<file path="src/rtl/motoro3_pwm_capture_if.sv">
// Signal bundle for motoro3_pwm_capture: PWM input and capture controls in,
// frame and commutation-step results out.
interface motoro3_pwm_capture_if #(
  parameter int CNT_W = 12,
  parameter int ACC_W = 16,
  parameter int SPC_W = 8
);
  logic             pwmIn;
  logic             capEnable;
  logic             m3cntLast2;
  logic [3:0]       sgStep;
  logic [11:0]      m3r_pwmMinMask;
  logic [CNT_W-1:0] frmHigh;
  logic [CNT_W-1:0] frmPeriod;
  logic             frmValid;
  logic             frmTimeout;
  logic [ACC_W-1:0] stepHigh;
  logic [3:0]       stepId;
  logic [SPC_W-1:0] stepShort;
  logic             stepValid;

  modport master (
    output pwmIn, capEnable, m3cntLast2, sgStep, m3r_pwmMinMask,
    input  frmHigh, frmPeriod, frmValid, frmTimeout,
           stepHigh, stepId, stepShort, stepValid
  );

  modport slave (
    input  pwmIn, capEnable, m3cntLast2, sgStep, m3r_pwmMinMask,
    output frmHigh, frmPeriod, frmValid, frmTimeout,
           stepHigh, stepId, stepShort, stepValid
  );
endinterface

</file>
<file path="src/rtl/motoro3_pwm_capture.sv">
// PWM capture: per-frame high/period measurement and per-step high-cycle / short-pulse stats.
// Optional MOTORO3_PWM_CAP_GLITCH_EN inserts a 3-sample majority filter after the synchronizer.
module motoro3_pwm_capture #(
  parameter int CNT_W = 12,
  parameter int ACC_W = 16,
  parameter int SPC_W = 8
) (
  input  logic                  clk,
  input  logic                  nRst,
  motoro3_pwm_capture_if.slave  cap
);
  typedef enum logic [1:0] {IDLE, HIGH, LOW} state_t;

  localparam logic [CNT_W-1:0] CNT_MAX = '1;
  localparam logic [ACC_W-1:0] ACC_MAX = '1;
  localparam logic [SPC_W-1:0] SPC_MAX = '1;

  state_t           state_q, state_d;
  logic             sync1_q, sync2_q, pwm_dly_q;
  logic             pwm_s, rise, fall;
  logic [CNT_W-1:0] hi_q, hi_d, per_q, per_d;
  logic [CNT_W-1:0] frm_high_q, frm_high_d, frm_per_q, frm_per_d;
  logic [ACC_W-1:0] acc_q, acc_d, step_high_q, step_high_d;
  logic [SPC_W-1:0] short_q, short_d, step_short_q, step_short_d;
  logic [3:0]       step_id_q, step_id_d;
  logic             frm_vld_q, frm_vld_d, tmo_q, tmo_d, step_vld_q, step_vld_d;
  logic             sat_ev, short_ev;

  // Everything in this block advances on the falling edge of clk.
  always_ff @(negedge clk or negedge nRst) begin
    if (!nRst) {sync2_q, sync1_q} <= '0;
    else       {sync2_q, sync1_q} <= {sync1_q, cap.pwmIn};
  end

`ifdef MOTORO3_PWM_CAP_GLITCH_EN
  logic sync3_q, sync4_q;
  always_ff @(negedge clk or negedge nRst) begin
    if (!nRst) {sync4_q, sync3_q} <= '0;
    else       {sync4_q, sync3_q} <= {sync3_q, sync2_q};
  end
  assign pwm_s = (sync2_q & sync3_q) | (sync2_q & sync4_q) | (sync3_q & sync4_q);
`else
  assign pwm_s = sync2_q;
`endif

  assign rise = pwm_s & ~pwm_dly_q;
  assign fall = ~pwm_s & pwm_dly_q;

  always_comb begin
    state_d      = state_q;
    hi_d         = hi_q;
    per_d        = per_q;
    acc_d        = acc_q;
    short_d      = short_q;
    frm_high_d   = frm_high_q;
    frm_per_d    = frm_per_q;
    frm_vld_d    = 1'b0;
    tmo_d        = tmo_q;
    step_high_d  = step_high_q;
    step_short_d = step_short_q;
    step_id_d    = step_id_q;
    step_vld_d   = 1'b0;
    sat_ev       = 1'b0;
    short_ev     = 1'b0;

    if (!cap.capEnable) begin
      state_d = IDLE;
    end else begin
      if (pwm_s && acc_q != ACC_MAX) acc_d = acc_q + ACC_W'(1);
      case (state_q)
        IDLE: if (rise) begin
          hi_d    = CNT_W'(1);
          per_d   = CNT_W'(1);
          state_d = HIGH;
        end
        HIGH: if (per_q == CNT_MAX) begin
          state_d = IDLE;
          sat_ev  = 1'b1;
        end else begin
          per_d = per_q + CNT_W'(1);
          if (fall) begin
            // hiCnt already holds the full high width on the fall cycle
            state_d  = LOW;
            short_ev = (cap.m3r_pwmMinMask != '0) &&
                       (32'(hi_q) < 32'(cap.m3r_pwmMinMask));
          end else if (hi_q != CNT_MAX) begin
            hi_d = hi_q + CNT_W'(1);
          end
        end
        LOW: if (rise) begin
          frm_high_d = hi_q;
          frm_per_d  = per_q;
          frm_vld_d  = 1'b1;
          hi_d       = CNT_W'(1);
          per_d      = CNT_W'(1);
          state_d    = HIGH;
        end else if (per_q == CNT_MAX) begin
          state_d = IDLE;
          sat_ev  = 1'b1;
        end else begin
          per_d = per_q + CNT_W'(1);
        end
        default: state_d = IDLE;
      endcase
      if (short_ev && short_q != SPC_MAX) short_d = short_q + SPC_W'(1);
      if (sat_ev) tmo_d = 1'b1;
    end

    // Step boundary snapshots pre-update values; events of this cycle seed the next step.
    if (cap.m3cntLast2) begin
      step_high_d  = acc_q;
      step_short_d = short_q;
      step_id_d    = cap.sgStep;
      step_vld_d   = 1'b1;
      acc_d        = cap.capEnable ? ACC_W'(pwm_s) : '0;
      short_d      = short_ev ? SPC_W'(1) : '0;
      tmo_d        = sat_ev;
    end
  end

  always_ff @(negedge clk or negedge nRst) begin
    if (!nRst) begin
      state_q      <= IDLE;
      pwm_dly_q    <= 1'b0;
      hi_q         <= '0;
      per_q        <= '0;
      acc_q        <= '0;
      short_q      <= '0;
      frm_high_q   <= '0;
      frm_per_q    <= '0;
      frm_vld_q    <= 1'b0;
      tmo_q        <= 1'b0;
      step_high_q  <= '0;
      step_short_q <= '0;
      step_id_q    <= '0;
      step_vld_q   <= 1'b0;
    end else begin
      state_q      <= state_d;
      pwm_dly_q    <= pwm_s;
      hi_q         <= hi_d;
      per_q        <= per_d;
      acc_q        <= acc_d;
      short_q      <= short_d;
      frm_high_q   <= frm_high_d;
      frm_per_q    <= frm_per_d;
      frm_vld_q    <= frm_vld_d;
      tmo_q        <= tmo_d;
      step_high_q  <= step_high_d;
      step_short_q <= step_short_d;
      step_id_q    <= step_id_d;
      step_vld_q   <= step_vld_d;
    end
  end

  assign cap.frmHigh    = frm_high_q;
  assign cap.frmPeriod  = frm_per_q;
  assign cap.frmValid   = frm_vld_q;
  assign cap.frmTimeout = tmo_q;
  assign cap.stepHigh   = step_high_q;
  assign cap.stepId     = step_id_q;
  assign cap.stepShort  = step_short_q;
  assign cap.stepValid  = step_vld_q;
endmodule
</file>
<file path="src/flat_wrapper.sv">
// flat-port wrapper written by rule: the top's interface ports become plain ports
module motoro3_pwm_capture_flat 
#(
  parameter int CNT_W = 12,
  parameter int ACC_W = 16,
  parameter int SPC_W = 8
)
  (clk, nRst, cap_pwmIn, cap_capEnable, cap_m3cntLast2, cap_sgStep, cap_m3r_pwmMinMask, cap_frmHigh, cap_frmPeriod, cap_frmValid, cap_frmTimeout, cap_stepHigh, cap_stepId, cap_stepShort, cap_stepValid);
  motoro3_pwm_capture_if #(.CNT_W(CNT_W), .ACC_W(ACC_W), .SPC_W(SPC_W)) cap_i ();
  input  logic clk;
  input  logic nRst;
  input wire logic [$bits(cap_i.pwmIn)-1:0] cap_pwmIn;
  input wire logic [$bits(cap_i.capEnable)-1:0] cap_capEnable;
  input wire logic [$bits(cap_i.m3cntLast2)-1:0] cap_m3cntLast2;
  input wire logic [$bits(cap_i.sgStep)-1:0] cap_sgStep;
  input wire logic [$bits(cap_i.m3r_pwmMinMask)-1:0] cap_m3r_pwmMinMask;
  output wire logic [$bits(cap_i.frmHigh)-1:0] cap_frmHigh;
  output wire logic [$bits(cap_i.frmPeriod)-1:0] cap_frmPeriod;
  output wire logic [$bits(cap_i.frmValid)-1:0] cap_frmValid;
  output wire logic [$bits(cap_i.frmTimeout)-1:0] cap_frmTimeout;
  output wire logic [$bits(cap_i.stepHigh)-1:0] cap_stepHigh;
  output wire logic [$bits(cap_i.stepId)-1:0] cap_stepId;
  output wire logic [$bits(cap_i.stepShort)-1:0] cap_stepShort;
  output wire logic [$bits(cap_i.stepValid)-1:0] cap_stepValid;
  assign cap_i.pwmIn = cap_pwmIn;
  assign cap_i.capEnable = cap_capEnable;
  assign cap_i.m3cntLast2 = cap_m3cntLast2;
  assign cap_i.sgStep = cap_sgStep;
  assign cap_i.m3r_pwmMinMask = cap_m3r_pwmMinMask;
  assign cap_frmHigh = cap_i.frmHigh;
  assign cap_frmPeriod = cap_i.frmPeriod;
  assign cap_frmValid = cap_i.frmValid;
  assign cap_frmTimeout = cap_i.frmTimeout;
  assign cap_stepHigh = cap_i.stepHigh;
  assign cap_stepId = cap_i.stepId;
  assign cap_stepShort = cap_i.stepShort;
  assign cap_stepValid = cap_i.stepValid;
  motoro3_pwm_capture #(.CNT_W(CNT_W), .ACC_W(ACC_W), .SPC_W(SPC_W)) u_core (.clk(clk), .nRst(nRst), .cap(cap_i));
endmodule
</file>
<file path="config.mk">
export PLATFORM = sky130hd
export DESIGN_NAME = motoro3_pwm_capture_flat
export DESIGN_NICKNAME = d
export VERILOG_FILES = /design/src/rtl/motoro3_pwm_capture_if.sv /design/src/rtl/motoro3_pwm_capture.sv /design/src/flat_wrapper.sv
export SDC_FILE = /design/constraint.sdc
export NUM_CORES = 1
export LEC_CHECK = 0
export ABC_CLOCK_PERIOD_IN_PS = 6000
export CORE_ASPECT_RATIO = 1.5
export CORE_UTILIZATION = 59
export DETAILED_ROUTE_END_ITERATION = 10
export PLACE_DENSITY = 0.86
export SLEW_MARGIN = 20
export SYNTH_ARGS = -nofsm -noshare
export SYNTH_HDL_FRONTEND = slang
export SYNTH_SLANG_ARGS = --single-unit
</file>
<file path="constraint.sdc">
create_clock -name clk -period 6 [get_ports clk]
set_clock_uncertainty 0.15 [all_clocks]
set_input_delay 1.2 -clock clk [delete_from_list [all_inputs] [get_ports clk]]
set_output_delay 1.2 -clock clk [all_outputs]
set_load 0.01 [all_outputs]
</file>
==> results.json, run 1 <==
{
  "outcome": "complete, but fails checks",
  "violations": "negative setup slack",
  "path_class": "in2reg",
  "cts_tree": "done",
  "h-tree-depth": 3,
  "crit_path_start_kind": "input pin",
  "place_congestion": 0.869,
  "ys_seq_area_share_pct": 51.8,
  "core-area_sq_mm": 0.00852,
  "die_x_microns": 78.8,
  "wirelength_microns": 12200,
  "boundaryPins": 76,
  "yosysUniqueCellTypes": 51,
  "crit_chain": "clkdlybuf4s50_1 > inv_1 > ha_1 > nand4_1 > a21oi_2 > a21oi_4 > o21ai_4 > or4b_1 > a21oi_1",
  "setup_slack_ns": -0.00865,
  "first_pass_iters": 5,
  "cp_data_required_time_ns": 3.22,
  "cp_max_fo": 8,
  "endpoint_kind": "register",
  "synth_fp_nets": 526,
  "synth_ff_type": "dfrtn_1",
  "first_global_vias": 4135,
  "cpMaxStageDelayCell": "or4b_1",
  "final_nets": 608,
  "final_common_cell": "dfrtn_1",
  "routed_via_density": 6.10,
  "peakVddDrop_mv": 0.237,
  "track_usage_pct": 27.4,
  "start_util_pct": 61.2,
  "drc": 0,
  "tightest_slew_ns": 0.600,
  "p_leak_uw": 0.00299,
  "final_cell_mix": "dfrtn_1 (108), clkdlybuf4s50_1 (64), mux2_2 (51)",
  "hold_class": "reg2reg",
  "finalSetupTns_ns": -0.00865,
  "rrSetupSlack_ns": 3.52,
  "finalHoldViolCount": 0,
  "detailed_place_hpwl_microns": 7520,
  "routed-via-count": 4144,
  "grt_max_degree": 109,
  "post-place-cells": 660,
  "synth_area_sq_mm": 0.00522,
  "final-seq-area_sq_mm": 0.00270,
  "die_h_microns": 117,
  "yosys_warnings": 0,
  "drt_iter0_markers": 376,
  "ys_ff_latch": 108,
  "fillCellCount": 517,
  "grt_pass1_wl_microns": 19500,
  "relSlewSlack_pct": 59.6,
  "slew_violations": 0,
  "ant_nets": 0,
  "powerDensity_mw_per_mm2": 277,
  "hold_buffers": 0,
  "arrival_ns": 3.23,
  "syn_to_final_growth_pct": 28.2,
  "critPathTopFamily": "compound AO/OA/AOI/OAI gates",
  "critPathMaxStageDelay_ns": 0.50,
  "maxCapViolations": 0,
  "synth_edf_count": 0,
  "clk_pin_slew_ns": 0.05,
  "rows": 41,
  "cts_num_sinks": 108,
  "portBuffers": 75,
  "setup-violations-final": 1,
  "crit_buf_inv": 2,
  "cts-root-buf": "clkbuf_16",
  "netlist_instances": 486,
  "antenna_found_initial": 0,
  "cts-buffers-inserted": 9,
  "wire_per_inst_microns": 18.0,
  "diodes": 0,
  "die_area_sq_mm": 0.00923,
  "fin_cells": 679,
  "multi_input_area_sq_mm": 0.00255,
  "clock_latency_ns": 0.35,
  "clock_path_buffers": 2,
  "final_layout_size_suffix_gt1_share_pct": 20.3,
  "overflow": 0,
  "async_reset_ff_share_pct": 100,
  "synth_area_per_cell_sq_um": 10.7
}
-- per-layer routing --
metal	track usage, %	share of wire [%]	vias up
met5	0	0	-
met4	16.0	3.2	0
met3	2.87	3.8	41
met2	49.6	55	154
met1	31.4	38	2068
li1	-	-	1881
-- flip-flops by register name, summed over array words and instances (netlist names), 4 cells and up --
name and flops:
u_core.cap.stepShort 8, u_core.cap.stepId 4, u_core.cap.frmPeriod 12, u_core.per_q 12, u_core.acc_q 16, u_core.short_q 8, u_core.cap.stepHigh 16, u_core.cap.frmHigh 12
u_core.hi_q 12
-- where the power goes --
| part | switching [uW] | internal, uW | total [uW] |
|---|---|---|---|
| registers | 56.3 | 777 | 833 |
| logic | 214 | 170 | 384 |
| clock network | 257 | 375 | 632 |
| total | 528 | 1320 | 1850 |
-- path summary, 6_finish.rpt --
check / start / to / cells past startpoint
setup reg to reg: u_core.per_q[0]$_DFFE_NN0P_ / u_core.short_q[0]$_DFFE_NN0P_ / 7
min in group asynchronous: nRst / u_core.cap.frmHigh[6]$_DFFE_NN0P_ / 2
setup / recovery: cap_m3r_pwmMinMask[4] / u_core.short_q[6]$_DFFE_NN0P_ / 9
max in group asynchronous: nRst / u_core.acc_q[10]$_DFFE_NN0P_ / 2
hold / removal: u_core.sync1_q$_DFF_NN0_ / u_core.pwm_s$_DFF_NN0_ / 0
hold reg to reg: u_core.sync1_q$_DFF_NN0_ / u_core.pwm_s$_DFF_NN0_ / 0
-- cell type report --
class	count	share of cell area (%)
flip-flops and latches	108	40.4
repair buffers	89	13.4
multi-input cells	338	38.2
clock buffers	11	3.63
clock inverters	4	1.10
well taps	107	2.00
inverters	22	1.24
-- worst register-to-register path, stage by stage (launching register included) --
cell	delay, ns
dfrtn_1	0.52
ha_1	0.23
nand3_1	0.13
nor4_4	0.41
or2_1	0.53
nor2_1	0.09
a21oi_1	0.16
o21ai_0	0.10
-- synth_stat cells (10+ instances only) --
cell type	n	area, sq um
nand3_1	20	100
nor2_1	44	165
xor2_1	15	131
dfrtn_1	108	2700
nand4_1	10	62.6
a21oi_1	25	125
inv_1	22	82.6
mux2_2	51	574
nand2_1	39	146
ha_1	19	238
o21ai_0	30	150
clkbuf_1	14	52.6
-- cell families (layout without fill, tap and decap cells) --
family	count (synthesis)	count (layout)	share of synthesized area, %
muxes	52	52	11.2
adders and majority gates	19	19	4.56
AOI/OAI and AO/OA	81	82	9.79
DFF	108	108	51.8
buffers and inverters	41	126	3.05
xor gates and xnor gates	21	21	3.53
and+or+nand+nor	164	164	16.1
-- timing repair --
| action | 4_1_cts | 5_1_grt |
|---|---|---|
| pin swaps | 15 | 7 |
| gates resized for setup | 32 | 10 |
| setup endpoints to repair | 8 | 8 |
| setup buffers | 3 | 0 |
| cloned | 1 | 0 |
| endpoints found under the hold margin | 0 | 0 |
-- metrics by stage --
| step | hold WS (ns) | utilization [%] | setup WS [ns] | instance area [sq um] | power (uW) |
|---|---|---|---|---|---|
| after global placement | 0.149 | 72.2 | -0.569 | 6150 | 1170 |
| after detailed placement | 0.150 | 72.2 | -0.698 | 6150 | 1190 |
| final | 0.149 | 78.5 | -0.00865 | 6690 | 1850 |
| after CTS | 0.150 | 77.9 | 0.00956 | 6630 | 1850 |
| after global routing | 0.152 | 78.5 | -0.114 | 6690 | 1920 |
| after floorplan | 0.142 | - | 0.0164 | 5220 | 1050 |
(Power assumes the default switching activity.)
==> inputs of run 2 (changes only) <==
ABC_CLOCK_PERIOD_IN_PS = 5800   (was 6000)
CORE_ASPECT_RATIO = 0.75   (was 1.5)
CORE_UTILIZATION = 54   (was 59)
PLACE_DENSITY = 0.79   (was 0.86)
SLEW_MARGIN = 10   (was 20)
clock period = 5.8 ns   (was 6 ns; I/O delays follow)
==> results.json, run 2 (synthesis gave the netlist of run 1 again) <==
{
  "outcome": "finished, final reports clean",
  "maxCapViolations": 0,
  "diodes": 0,
  "drc": 0,
  "first_global_vias": 3992,
  "antenna_found_initial": 0,
  "setup-violations-final": 0,
  "wirelength_microns": 11800,
  "final_cell_mix": "dfrtn_1 (108), clkdlybuf4s50_1 (61), mux2_2 (51)",
  "clk_pin_slew_ns": 0.05,
  "cts_num_sinks": 108,
  "routed_via_density": 5.72,
  "min_path_cells": 0,
  "final-seq-area_sq_mm": 0.00270,
  "grt_pass1_wl_microns": 19600,
  "critPathTopFamily": "compound AO/OA/AOI/OAI gates",
  "multi_input_area_sq_mm": 0.00252,
  "syn_to_final_growth_pct": 28.0,
  "cts-root-buf": "clkbuf_16",
  "crit_top_cell": "a21oi_2",
  "endpoint_kind": "register",
  "finalHoldViolCount": 0,
  "clock_latency_ns": 0.35,
  "place_congestion": 0.886,
  "peakVddDrop_mv": 0.193,
  "path_class": "in2reg",
  "fillCellCount": 664,
  "routed-via-count": 4029,
  "crit_buf_inv": 3,
  "r2r_end": "u_core.hi_q[0]$_DFFE_NN0P_",
  "track_usage_pct": 25.4,
  "die_x_microns": 115,
  "rows": 30,
  "slew_violations": 0,
  "critPathMaxStageDelay_ns": 0.56,
  "cp_data_required_time_ns": 3.13,
  "first_pass_iters": 4,
  "die_h_microns": 87.1,
  "ant_nets": 0,
  "hp-start": "u_core.sync1_q$_DFF_NN0_",
  "core-area_sq_mm": 0.00920,
  "cp_max_fo": 8,
  "drt_iter0_markers": 209,
  "cpMaxStageDelayCell": "or4b_4",
  "boundaryPins": 76,
  "hold_class": "reg2reg",
  "hold-worst-slack_ns": 0.155,
  "crit_path_start_kind": "input pin",
  "hold_buffers": 0,
  "overflow": 0,
  "rrSetupSlack_ns": 3.33,
  "relSlewSlack_pct": 61.8,
  "h-tree-depth": 3,
  "cts-buffers-inserted": 9,
  "powerDensity_mw_per_mm2": 281,
  "detailed_place_hpwl_microns": 7850,
  "final_layout_size_suffix_gt1_share_pct": 21.9,
  "die_area_sq_mm": 0.0101,
  "final_nets": 613,
  "arrival_ns": 3.08,
  "fin_total_pwr_uw": 1870,
  "p_leak_uw": 0.00299,
  "grt_max_degree": 57,
  "rr_worst_depth": 7,
  "tightest_slew_ns": 0.573,
  "final_common_cell": "dfrtn_1",
  "min_to": "u_core.pwm_s$_DFF_NN0_",
  "start_util_pct": 56.7,
  "portBuffers": 75,
  "cts_tree": "done",
  "wire_per_inst_microns": 16.8,
  "clock_path_buffers": 2,
  "crit_chain": "clkdlybuf4s15_2 > inv_2 > ha_4 > a21oi_2 > o2111ai_2 > a31oi_2 > buf_4 > o21ai_4 > or4b_4 > a21oi_2",
  "reg2reg_from": "u_core.per_q[0]$_DFFE_NN0P_"
}
run 2: per-stage QoR:
step	TNS (ns)	setup slack (ns)	utilization [%]	instance area, sq um	cells
floorplan	0	0.00860	-	5240	486
global placement	-5.85	-0.569	67.7	6220	687
detailed placement	-6.99	-0.678	67.7	6220	687
CTS	0	0.0103	71.9	6610	704
global route	-0.0217	-0.0217	72.6	6670	704
finish	0	0.0487	72.6	6670	704
run 2: layout make-up:
type	instances	area share [%]
Clock buffer	11	3.79
Timing Repair Buffer	94	13.6
Multi-Input combinational cell	338	37.7
Sequential cell	108	40.5
Tap cell	128	2.40
Inverter	22	1.24
Clock inverter	3	0.713
run 2: per-layer routing:
layer / up-vias / global-route usage (%) / routed length, microns
met3: 20 / 5.50 / 511
met1: 2031 / 33.8 / 5400
met4: 0 / 7.67 / 196
met2: 104 / 42.0 / 5710
met5: - / 0 / 0
li1: 1874 / - / -
run 2: how the worst max path moves through the flow:
stage | from | endpoint | slack, ns | cells past startpoint
global placement | cap_m3r_pwmMinMask[1] | u_core.short_q[5]$_DFFE_NN0P_ | -0.57 | 8
CTS | cap_m3r_pwmMinMask[6] | u_core.short_q[5]$_DFFE_NN0P_ | 0.01 | 9
detailed placement | cap_m3r_pwmMinMask[9] | u_core.short_q[3]$_DFFE_NN0P_ | -0.68 | 9
finish | cap_m3r_pwmMinMask[9] | u_core.short_q[5]$_DFFE_NN0P_ | 0.05 | 10
global route | cap_m3r_pwmMinMask[9] | u_core.short_q[5]$_DFFE_NN0P_ | -0.02 | 10
floorplan | cap_m3r_pwmMinMask[1] | u_core.short_q[5]$_DFFE_NN0P_ | 0.009 | 8
run 2: repair_timing:
| action | CTS | global route |
|---|---|---|
| endpoints found under the setup margin | 8 | 7 |
| hold endpoints to repair | 0 | 0 |
| gates cloned | 1 | 0 |
| setup buffers | 2 | 0 |
| resized for setup | 31 | 18 |
| pin swaps | 12 | 6 |
run 2: where the power goes:
group | internal (uW) | switching [uW]
clock network | 355 | 268
registers | 804 | 54.4
logic | 173 | 219
==> inputs of run 3 (changes only) <==
RECOVER_POWER = 50   (was not set)
==> results.json, run 3 (synthesis gave the netlist of run 1 again) <==
{
  "outcome": "finished, final reports clean",
  "critPathMaxStageDelay_ns": 0.55,
  "critPathTopFamily": "compound AO/OA/AOI/OAI gates",
  "wirelength_microns": 11700,
  "track_usage_pct": 25.4,
  "hp-start": "u_core.sync1_q$_DFF_NN0_",
  "cp_max_fo": 8,
  "min_to": "u_core.pwm_s$_DFF_NN0_",
  "syn_to_final_growth_pct": 27.5,
  "rrSetupSlack_ns": 3.35,
  "cts-buffers-inserted": 9,
  "clk_pin_slew_ns": 0.05,
  "arrival_ns": 3.07,
  "die_h_microns": 87.1,
  "hold_class": "reg2reg",
  "multi_input_area_sq_mm": 0.00252,
  "clock_latency_ns": 0.35,
  "rr_worst_depth": 7,
  "wire_per_inst_microns": 16.6,
  "diodes": 0,
  "core-area_sq_mm": 0.00920,
  "wl_met2_microns": 5690,
  "peakVddDrop_mv": 0.193,
  "ant_nets": 0,
  "overflow": 0,
  "grt_max_degree": 57,
  "detailed_place_hpwl_microns": 7850,
  "maxCapViolations": 0,
  "fillCellCount": 667,
  "reg2reg_from": "u_core.per_q[0]$_DFFE_NN0P_",
  "path_class": "in2reg",
  "r2r_end": "u_core.hi_q[0]$_DFFE_NN0P_",
  "cts_tree": "done",
  "h-tree-depth": 3,
  "hold-worst-slack_ns": 0.153,
  "die_x_microns": 115,
  "p_leak_uw": 0.00298,
  "relSlewSlack_pct": 30.2,
  "portBuffers": 75,
  "drc": 0,
  "final_cell_mix": "dfrtn_1 (108), clkdlybuf4s50_1 (60), mux2_2 (51)",
  "routed_via_density": 5.70,
  "final_nets": 613,
  "cts-root-buf": "clkbuf_16",
  "cp_data_required_time_ns": 3.13,
  "tightest_slew_ns": 1.05,
  "route.met3.wl_microns": 521,
  "crit_chain": "clkdlybuf4s15_2 > inv_2 > ha_4 > a21oi_2 > o2111ai_2 > a31oi_2 > buf_4 > o21ai_4 > or4b_4 > a21oi_2",
  "rows": 30,
  "finalHoldViolCount": 0,
  "crit_path_start_kind": "input pin",
  "powerDensity_mw_per_mm2": 281,
  "endpoint_kind": "register",
  "final_layout_size_suffix_gt1_share_pct": 21.5,
  "routed-via-count": 4013,
  "cpMaxStageDelayCell": "or4b_4",
  "first_global_vias": 3992,
  "setup-violations-final": 0,
  "place_congestion": 0.886,
  "start_util_pct": 56.7,
  "min_path_cells": 0,
  "slew_violations": 0,
  "drt_iter0_markers": 205,
  "met1_length_microns": 5300,
  "fin_cells": 704,
  "routed.top_layer": "met4",
  "antenna_found_initial": 0,
  "clock_path_buffers": 2,
  "cts_num_sinks": 108,
  "boundaryPins": 76,
  "post-place-cells": 687,
  "final_common_cell": "dfrtn_1",
  "grt_pass1_wl_microns": 19600,
  "first_pass_iters": 5,
  "final-seq-area_sq_mm": 0.00270,
  "crit_buf_inv": 3,
  "crit_top_cell": "a21oi_2",
  "crit_cells": 10,
  "die_area_sq_mm": 0.0101
}
-- run 3: layout make-up --
cell class | count | share of cell area [%]
inverter | 22 | 1.24
sequential | 108 | 40.7
tap | 128 | 2.41
clock buffer | 11 | 3.80
clock inverter | 3 | 0.715
multi-input combinational | 338 | 37.9
timing repair buffer | 94 | 13.3
-- run 3: metal layers --
metal	vias to the layer above	track usage (%)
met3	19	5.50
met2	97	42.0
li1	1876	-
met1	2021	33.8
met4	0	7.67
met5	-	0
-- run 3: how the worst max path moves through the flow --
stage                           from                       endpoint  slack, ns
2_1_floorplan  cap_m3r_pwmMinMask[1]  u_core.short_q[5]$_DFFE_NN0P_      0.009
3_3_place_gp   cap_m3r_pwmMinMask[1]  u_core.short_q[5]$_DFFE_NN0P_      -0.57
3_5_place_dp   cap_m3r_pwmMinMask[9]  u_core.short_q[3]$_DFFE_NN0P_      -0.68
4_1_cts        cap_m3r_pwmMinMask[6]  u_core.short_q[5]$_DFFE_NN0P_       0.01
5_1_grt        cap_m3r_pwmMinMask[9]  u_core.short_q[5]$_DFFE_NN0P_      -0.02
6_report       cap_m3r_pwmMinMask[9]  u_core.short_q[5]$_DFFE_NN0P_       0.06
-- run 3: metrics by stage --
step	instance area, sq um	utilization, %	TNS (ns)	power [uW]	worst slack [ns]
floorplan	5240	-	0	1090	0.00860
global placement	6220	67.7	-5.85	1220	-0.569
detailed placement	6220	67.7	-6.99	1240	-0.678
CTS	6610	71.9	0	1870	0.0103
global route	6650	72.3	-0.0217	1950	-0.0217
finish	6650	72.3	0	1870	0.0583
-- run 3: report_power, final --
part	internal (uW)	total [uW]	switching, uW	leakage (uW)
clock network	355	620	265	0.000148
logic	171	387	216	0.00135
registers	804	858	53.7	0.00148
-- run 3: repair_timing --
action / 4_1_cts / 5_1_grt
setup endpoints to repair: 8 / 7
hold buffers: 0 / 0
cloned: 1 / 0
pin swaps: 12 / 6
resized for setup: 31 / 18
hold endpoints to repair: 0 / 0
buffers inserted: 2 / 0
-- run 3: worst reg2reg max path, stage by stage (launching register included) --
cell	delay (ns)
dfrtn_1	0.52
ha_1	0.24
nand3_1	0.13
nor4_4	0.41
o31ai_1	0.18
nand2_1	0.21
buf_4	0.15
mux2_2	0.32
